--- config.mk ---
export PLATFORM = sky130hd
export DESIGN_NAME = reg_writeback_ctrl_flat
export DESIGN_NICKNAME = d
export VERILOG_FILES = /design/src/rtl/risc_wb_pkg.sv /design/src/rtl/reg_writeback_ctrl_if.sv /design/src/rtl/wb_dual_push_fifo.sv /design/src/rtl/reg_writeback_ctrl.sv /design/src/flat_wrapper.sv
export SDC_FILE = /design/constraint.sdc
export NUM_CORES = 1
export LEC_CHECK = 0
export BUFFER_PORTS_ARGS = -buffer_cell sky130_fd_sc_hd__buf_2
export CAP_MARGIN = 20
export CORE_AREA = 8 8 207 110
export DETAILED_ROUTE_END_ITERATION = 10
export DIE_AREA = 0 0 215 118
export GPL_TIMING_DRIVEN = 0
export PLACE_DENSITY_LB_ADDON = 0.12
export SYNTH_ARGS = -nofsm -noshare
export SYNTH_HDL_FRONTEND = slang
export SYNTH_SLANG_ARGS = --single-unit
--- constraint.sdc ---
create_clock -name clk -period 6.05 [get_ports clk]
set_clock_uncertainty 0.2 [all_clocks]
set_input_delay 0.605 -clock clk [delete_from_list [all_inputs] [get_ports clk]]
set_output_delay 0.605 -clock clk [all_outputs]
set_load 0.005 [all_outputs]
--- src/rtl/risc_wb_pkg.sv ---
// Shared widths and payload type for the register-file writeback path.
package risc_wb_pkg;

  localparam int unsigned REG_ADDR_W = 5;
  localparam int unsigned REG_DATA_W = 32;

  typedef struct packed {
    logic [REG_ADDR_W-1:0] addr;
    logic [REG_DATA_W-1:0] data;
  } wb_entry_t;

endpackage

--- src/rtl/reg_writeback_ctrl_if.sv ---
// Writeback bus: ALU and load result inputs, register-file write port, pending mask.
interface reg_writeback_ctrl_if
  import risc_wb_pkg::*;
#(
  parameter int unsigned ADDR_W = REG_ADDR_W,
  parameter int unsigned DATA_W = REG_DATA_W
);

  logic                    alu_valid;
  logic [ADDR_W-1:0]       alu_addr;
  logic [DATA_W-1:0]       alu_data;
  logic                    alu_stall;
  logic                    mem_valid;
  logic                    mem_ready;
  logic [ADDR_W-1:0]       mem_addr;
  logic [DATA_W-1:0]       mem_data;
  logic                    wb_we;
  logic [ADDR_W-1:0]       wb_addr;
  logic [DATA_W-1:0]       wb_data;
  logic [(1<<ADDR_W)-1:0]  pending;

  // Result producers and register-file observer
  modport master (
    output alu_valid, alu_addr, alu_data, mem_valid, mem_addr, mem_data,
    input  alu_stall, mem_ready, wb_we, wb_addr, wb_data, pending
  );

  // Writeback controller
  modport slave (
    input  alu_valid, alu_addr, alu_data, mem_valid, mem_addr, mem_data,
    output alu_stall, mem_ready, wb_we, wb_addr, wb_data, pending
  );

endinterface

--- src/rtl/wb_dual_push_fifo.sv ---
// In-order {addr,data} queue with two push ports (push0 older than push1) and one pop port.
module wb_dual_push_fifo
  import risc_wb_pkg::*;
#(
  parameter  int unsigned DEPTH  = 4,
  parameter  int unsigned ADDR_W = REG_ADDR_W,
  parameter  int unsigned DATA_W = REG_DATA_W,
  localparam int unsigned PTR_W  = $clog2(DEPTH),
  localparam int unsigned CNT_W  = PTR_W + 1
) (
  input  logic                          clk,
  input  logic                          reset,
  input  logic                          push0,
  input  logic [ADDR_W-1:0]             push0_addr,
  input  logic [DATA_W-1:0]             push0_data,
  input  logic                          push1,
  input  logic [ADDR_W-1:0]             push1_addr,
  input  logic [DATA_W-1:0]             push1_data,
  input  logic                          pop,
  output logic [ADDR_W-1:0]             head_addr,
  output logic [DATA_W-1:0]             head_data,
  output logic [CNT_W-1:0]              occ,
  output logic [DEPTH-1:0]              entry_valid,
  output logic [DEPTH-1:0][ADDR_W-1:0]  entry_addr
);

  logic [ADDR_W-1:0] addr_mem [DEPTH];
  logic [DATA_W-1:0] data_mem [DEPTH];
  logic [PTR_W-1:0]  wr_ptr;
  logic [PTR_W-1:0]  rd_ptr;
  logic              pop_ok;
  logic [PTR_W-1:0]  push1_ptr;

  assign pop_ok    = pop && (occ != '0);
  assign push1_ptr = wr_ptr + PTR_W'(push0);

  // Storage has no reset; validity is tracked by occ and rd_ptr
  always_ff @(posedge clk) begin
    if (push0) begin
      addr_mem[wr_ptr] <= push0_addr;
      data_mem[wr_ptr] <= push0_data;
    end
    if (push1) begin
      addr_mem[push1_ptr] <= push1_addr;
      data_mem[push1_ptr] <= push1_data;
    end
  end

  always_ff @(posedge clk or negedge reset) begin
    if (!reset) begin
      wr_ptr <= '0;
      rd_ptr <= '0;
      occ    <= '0;
    end else begin
      wr_ptr <= wr_ptr + PTR_W'(push0) + PTR_W'(push1);
      rd_ptr <= rd_ptr + PTR_W'(pop_ok);
      occ    <= occ + CNT_W'(push0) + CNT_W'(push1) - CNT_W'(pop_ok);
    end
  end

  assign head_addr = addr_mem[rd_ptr];
  assign head_data = data_mem[rd_ptr];

  // Slot i is live when its distance from the head is below the occupancy
  always_comb begin
    entry_valid = '0;
    entry_addr  = '0;
    for (int unsigned i = 0; i < DEPTH; i++) begin
      entry_valid[i] = {1'b0, PTR_W'(PTR_W'(i) - rd_ptr)} < occ;
      entry_addr[i]  = addr_mem[i];
    end
  end

endmodule

--- src/rtl/reg_writeback_ctrl.sv ---
// Register-file write initiator: queues ALU/load results in order, one write per cycle.
// Optional macro WB_ZERO_DISCARD_EN: accept but drop writes to register 0.
module reg_writeback_ctrl
  import risc_wb_pkg::*;
#(
  parameter int unsigned DEPTH  = 4,
  parameter int unsigned DATA_W = REG_DATA_W,
  parameter int unsigned ADDR_W = REG_ADDR_W
) (
  input  logic                 clk,
  input  logic                 reset,
  reg_writeback_ctrl_if.slave  bus
);

  localparam int unsigned CNT_W = $clog2(DEPTH) + 1;

  logic [CNT_W-1:0]             occ;
  logic [CNT_W-1:0]             free;
  logic                         alu_acc;
  logic                         mem_acc;
  logic                         alu_push;
  logic                         mem_push;
  logic [ADDR_W-1:0]            head_addr;
  logic [DATA_W-1:0]            head_data;
  logic [DEPTH-1:0]             entry_valid;
  logic [DEPTH-1:0][ADDR_W-1:0] entry_addr;
  logic [(1<<ADDR_W)-1:0]       pend;

  // Handshake is derived from stored occupancy only; a same-cycle pop frees nothing
  assign free          = CNT_W'(DEPTH) - occ;
  assign bus.alu_stall = free < CNT_W'(2);
  assign bus.mem_ready = bus.alu_valid ? (free >= CNT_W'(2)) : (free >= CNT_W'(1));
  assign alu_acc       = bus.alu_valid && !bus.alu_stall;
  assign mem_acc       = bus.mem_valid && bus.mem_ready;

`ifdef WB_ZERO_DISCARD_EN
  assign alu_push = alu_acc && (bus.alu_addr != '0);
  assign mem_push = mem_acc && (bus.mem_addr != '0);
`else
  assign alu_push = alu_acc;
  assign mem_push = mem_acc;
`endif

  wb_dual_push_fifo #(
    .DEPTH  (DEPTH),
    .ADDR_W (ADDR_W),
    .DATA_W (DATA_W)
  ) u_fifo (
    .clk         (clk),
    .reset       (reset),
    .push0       (alu_push),
    .push0_addr  (bus.alu_addr),
    .push0_data  (bus.alu_data),
    .push1       (mem_push),
    .push1_addr  (bus.mem_addr),
    .push1_data  (bus.mem_data),
    .pop         (occ != '0),
    .head_addr   (head_addr),
    .head_data   (head_data),
    .occ         (occ),
    .entry_valid (entry_valid),
    .entry_addr  (entry_addr)
  );

  // Write-port registers: present the head whenever something is stored
  always_ff @(posedge clk or negedge reset) begin
    if (!reset) begin
      bus.wb_we   <= 1'b0;
      bus.wb_addr <= '0;
      bus.wb_data <= '0;
    end else if (occ != '0) begin
      bus.wb_we   <= 1'b1;
      bus.wb_addr <= head_addr;
      bus.wb_data <= head_data;
    end else begin
      bus.wb_we   <= 1'b0;
    end
  end

  // Destinations still in flight: queued entries plus the write being presented
  always_comb begin
    pend = '0;
    for (int unsigned i = 0; i < DEPTH; i++) begin
      if (entry_valid[i]) pend[entry_addr[i]] = 1'b1;
    end
    if (bus.wb_we) pend[bus.wb_addr] = 1'b1;
    bus.pending = pend;
  end

endmodule

--- src/flat_wrapper.sv ---
// flat-port wrapper written by rule: the top's interface ports become plain ports
module reg_writeback_ctrl_flat import risc_wb_pkg::*;
#(
  parameter int unsigned DEPTH  = 4,
  parameter int unsigned DATA_W = REG_DATA_W,
  parameter int unsigned ADDR_W = REG_ADDR_W
)
  (clk, reset, bus_alu_valid, bus_alu_addr, bus_alu_data, bus_mem_valid, bus_mem_addr, bus_mem_data, bus_alu_stall, bus_mem_ready, bus_wb_we, bus_wb_addr, bus_wb_data, bus_pending);
  reg_writeback_ctrl_if #(.ADDR_W(ADDR_W), .DATA_W(DATA_W)) bus_i ();
  input  logic clk;
  input  logic reset;
  input wire logic [$bits(bus_i.alu_valid)-1:0] bus_alu_valid;
  input wire logic [$bits(bus_i.alu_addr)-1:0] bus_alu_addr;
  input wire logic [$bits(bus_i.alu_data)-1:0] bus_alu_data;
  input wire logic [$bits(bus_i.mem_valid)-1:0] bus_mem_valid;
  input wire logic [$bits(bus_i.mem_addr)-1:0] bus_mem_addr;
  input wire logic [$bits(bus_i.mem_data)-1:0] bus_mem_data;
  output wire logic [$bits(bus_i.alu_stall)-1:0] bus_alu_stall;
  output wire logic [$bits(bus_i.mem_ready)-1:0] bus_mem_ready;
  output wire logic [$bits(bus_i.wb_we)-1:0] bus_wb_we;
  output wire logic [$bits(bus_i.wb_addr)-1:0] bus_wb_addr;
  output wire logic [$bits(bus_i.wb_data)-1:0] bus_wb_data;
  output wire logic [$bits(bus_i.pending)-1:0] bus_pending;
  assign bus_i.alu_valid = bus_alu_valid;
  assign bus_i.alu_addr = bus_alu_addr;
  assign bus_i.alu_data = bus_alu_data;
  assign bus_i.mem_valid = bus_mem_valid;
  assign bus_i.mem_addr = bus_mem_addr;
  assign bus_i.mem_data = bus_mem_data;
  assign bus_alu_stall = bus_i.alu_stall;
  assign bus_mem_ready = bus_i.mem_ready;
  assign bus_wb_we = bus_i.wb_we;
  assign bus_wb_addr = bus_i.wb_addr;
  assign bus_wb_data = bus_i.wb_data;
  assign bus_pending = bus_i.pending;
  reg_writeback_ctrl #(.DEPTH(DEPTH), .DATA_W(DATA_W), .ADDR_W(ADDR_W)) u_core (.clk(clk), .reset(reset), .bus(bus_i));
endmodule
==> summary.log <==
qor: outcome.run_status complete, no violations
qor: critical_path.crit_path_start_kind flop
qor: critical_path.timing.critical_path.to bus_pending[2]
qor: placement.portBuffers 149
qor: cells_and_area.finalCoreUtilization 62.8%
qor: routing.detail_route.wirelength 33400 um
qor: routing.drt_first_pass_iters 6
qor: yosys.ys_ff_latch 193
qor: yosys.mappedNetlistArea 10700 sq um
qor: critical_path.worst_setup_path_startpoint u_core.u_fifo.rd_ptr[1]$_DFF_PN0_
qor: yosys.post_synthesis_compound_gate_area_fraction 4.73%
qor: yosys.ys_warn_count 0
qor: yosys.synth_net_count 979
qor: critical_path.worst_setup_path_end_kind output port
qor: grt.use_met3 11.5%
qor: power_and_ir_drop.ir_worst_vdd 296 uV
qor: critical_path.timing_worst_setup_path_type reg2out
qor: sta.report.final.setup_viol 0
qor: cts.cts_tree built
qor: yosys.synth_top_area_cell edfxtp_1
qor: placement.postPlaceCellArea 12000 sq um
qor: yosys.synthArstFlopShare 23.3%
qor: cells_and_area.num-nets-final 1154
qor: floorplan.io-pin-count 150
qor: grt.initial_antenna_violation_count 4
qor: yosys.syn-mean-instance-area 12.1 sq um
qor: cells_and_area.area_taken_by_multi_input_logic_gates 4860 sq um
qor: yosys.synth_edf_count 148
qor: routing.drt_first_iter_violations 1129
qor: floorplan.dieArea 25400 sq um
qor: yosys.post_synthesis_share_of_cell_area_spent_on_xor_and_xnor_gates 0.490%
qor: yosys.synth_ff_type edfxtp_1
qor: cts.worst_setup_hold_path_clk_slew 0.07 ns
qor: grt.grt_first_pass_wirelength 50500 um
qor: sta.highest_clock_rate 209 MHz
qor: cells_and_area.final.fill_count 1611
qor: sta.hold-worst-slack 0.268 ns
qor: cts.cts_inserted_buffers 17
qor: placement.post-dp-hpwl 25300 um
qor: floorplan.placement_rows 37
qor: sta.timing.slew.headroom 31.7%
qor: yosys.synth.cells.most_frequent nand2_1 (156), edfxtp_1 (148), mux2_2 (139)
qor: critical_path.r2r.worst_path.cells 13
qor: sta.period_share 79.1%
qor: grt.globalRouteTotalUtil 26.1%
qor: yosys.synth.yosys.seq_area_share 51.9%
qor: yosys.muxShareOfSynthArea 23.3%
qor: yosys.synth.lib_cells_used.distinct 43
qor: power_and_ir_drop.leak_pwr 4.89 nW
qor: critical_path.worst-path-max-fanout 10
qor: routing.vias_per_cell 6.11
qor: cts.cts_buffer_depth 2
qor: cells_and_area.layout.cell_area.non_filler 12600 sq um
qor: cts.htree_num_levels 4
qor: cells_and_area.area_growth_syn_to_layout 17.0%
qor: critical_path.arrival 3.98 ns
qor: routing.antenna_left 0
qor: yosys.synth-adder-area-share 1.77%
qor: cts.ctsRootBufferMaster clkbuf_16
qor: power_and_ir_drop.finalPower 8.02 mW
qor: cts.hold_buffers 1
qor: floorplan.core_area 20000 sq um
qor: critical_path.r2r-end u_core.u_fifo.data_mem[2][29]$_DFFE_PP_
qor: yosys.synth_simple_gate_area_share 14.6%
qor: sta.worst_pin_slew 1.02 ns
qor: yosys.synth_top_family_by_area multiplexers
qor: sta.grt_setup_unrepaired false
qor: hold_path.hold_path.class reg2reg
qor: grt.grt.met2_usage 33.3%
qor: sta.timing.final.max_slew_violations 0
qor: yosys.synthMostInstantiatedCell nand2_1
qor: flow_run.cap_violations 0
qor: sta.layout_min_cycle_time 4.78 ns
qor: cts.post_cts_resize_count 0
qor: critical_path.worst_path_cell_trace buf_1 > inv_1 > ha_1 > nor2b_1 > a211oi_2 > clkbuf_1 > a22oi_1 > nand3_1 > buf_2
qor: yosys.synth.area.top_cells edfxtp_1 (41%), mux2_2 (15%), dfrtp_1 (10%)
qor: grt.gr-usage-met1 39.7%
qor: grt.grt-ovfl-total 0
qor: yosys.syn_inst 887
qor: yosys.synth_top_area_share 41.4%
qor: critical_path.worst_ep_required_time 5.24 ns
qor: floorplan.initial_utilization 53.6%
qor: routing.wl_per_cell 24.7 um
qor: sta.final_hold_viol_count 0
qor: grt.grt.busiest_layer met1
qor: power_and_ir_drop.power_density_over_the_cells 639 nW/um^2
qor: grt.grt_pass1_vias 8079
qor: routing.total_via_count_after_detailed_routing 8255
qor: critical_path.cpPeakStageDelay 0.76 ns
qor: cts.cts.sink_count 193
qor: cells_and_area.proportion_of_layout_cells_with_a_drive_suffix_above_1 37.1%
qor: critical_path.ff2ff_setup_slack 1.78 ns
qor: routing.drc 0
qor: cts.worst_skew_pair.late_latency 0.43 ns
qor: critical_path.critical_path.slowest_cell a211oi_2
qor: floorplan.die_width 215 um
qor: cts.post_cts_buffers 0
qor: floorplan.die_h 118 um
qor: cells_and_area.seqCellArea 5570 sq um
qor: critical_path.worst_r2r_startpoint u_core.u_fifo.occ[0]$_DFF_PN0_
qor: placement.gpl.final_weighted_congestion 0.996
qor: grt.largest_net_degree_at_the_start_of_global_routing 32
cell families after synthesis:
| family | count (synthesis) |
|---|---|
| compound gates | 74 |
| xor+xnor | 6 |
| fa+ha+maj | 14 |
| buf+inv | 72 |
| flops | 193 |
| mux | 185 |
| simple gates | 343 |
power breakdown:
part           leakage [nW]  internal [mW]  switching [mW]
combinational          2.73           1.68            2.58
sequential             1.90           2.36           0.325
clock                 0.259          0.583           0.487
placed cells by master, fill, tap and decap left out, drive strengths merged, types with 6 or more instances in the layout:
master,instances
buf,179
nand2,156
edfxtp,148
mux2,148
nor2,61
clkbuf,54
dfrtp,45
mux4,37
nand3,36
a22oi,29
a21oi,29
nor3,28
nand2b,19
nor2b,18
inv,14
ha,12
a211oi,7
clkinv,6
metrics by stage:
step / setup slack, ns / cells / TNS [ns]
finish: 1.27 / 1350 / 0
global route: 1.13 / 1349 / 0
CTS: 1.39 / 1347 / 0
detailed placement: 1.86 / 1315 / 0
global placement: -1.73 / 1309 / -162.58
floorplan: 1.05 / 887 / 0
worst min-delay path by stage:
| stage | from | end | cells after the start | slack [ns] |
|---|---|---|---|---|
| 6_report | u_core.bus.wb_data[2]$_DFFE_PN0N_ | u_core.bus.wb_data[2]$_DFFE_PN0N_ | 2 | 0.27 |
| 5_1_grt | u_core.bus.wb_data[14]$_DFFE_PN0N_ | u_core.bus.wb_data[14]$_DFFE_PN0N_ | 2 | 0.29 |
| 4_1_cts | u_core.bus.wb_data[2]$_DFFE_PN0N_ | u_core.bus.wb_data[2]$_DFFE_PN0N_ | 2 | 0.27 |
| 3_5_place_dp | u_core.bus.wb_data[2]$_DFFE_PN0N_ | u_core.bus.wb_data[2]$_DFFE_PN0N_ | 2 | 0.25 |
| 3_3_place_gp | u_core.bus.wb_data[26]$_DFFE_PN0N_ | u_core.bus.wb_data[26]$_DFFE_PN0N_ | 2 | 0.25 |
| 2_1_floorplan | reset | u_core.bus.wb_addr[0]$_DFFE_PN0N_ | 0 | 0.11 |
registers in the layout, indices dropped and copies added, names as in the netlist:
signal,flops
u_core.bus.wb_addr,5
u_core.bus.wb_data,32
u_core.bus.wb_we,1
u_core.u_fifo.addr_mem,20
u_core.u_fifo.data_mem,128
u_core.u_fifo.occ,3
u_core.u_fifo.rd_ptr,2
u_core.u_fifo.wr_ptr,2
critical path: cells and delay by family (launching register included):
| family | cells | cell delay (ns) |
|---|---|---|
| flip-flops | 1 | 0.45 |
| AND/OR/NAND/NOR | 2 | 0.36 |
| buffers and inverters | 4 | 1.43 |
| adder cells (fa/ha/maj) | 1 | 0.33 |
| AO/OA/AOI/OAI | 2 | 0.96 |
routing by layer:
metal,vias to the layer above,part of all wire (%)
met5,-,0.069
met4,4,1.1
met3,36,14
met2,484,38
met1,4103,47
li1,3628,-
layout make-up:
class,count,area share (%)
antenna,3,0.0598
buffer,58,2.30
clock buffer,20,3.64
clock inverter,11,0.728
inverter,14,0.419
multi-input combinational,622,38.7
sequential,193,44.4
tap,273,2.72
timing repair buffer,156,7.06
No activity file was read; power rests on OpenSTA's default activity.
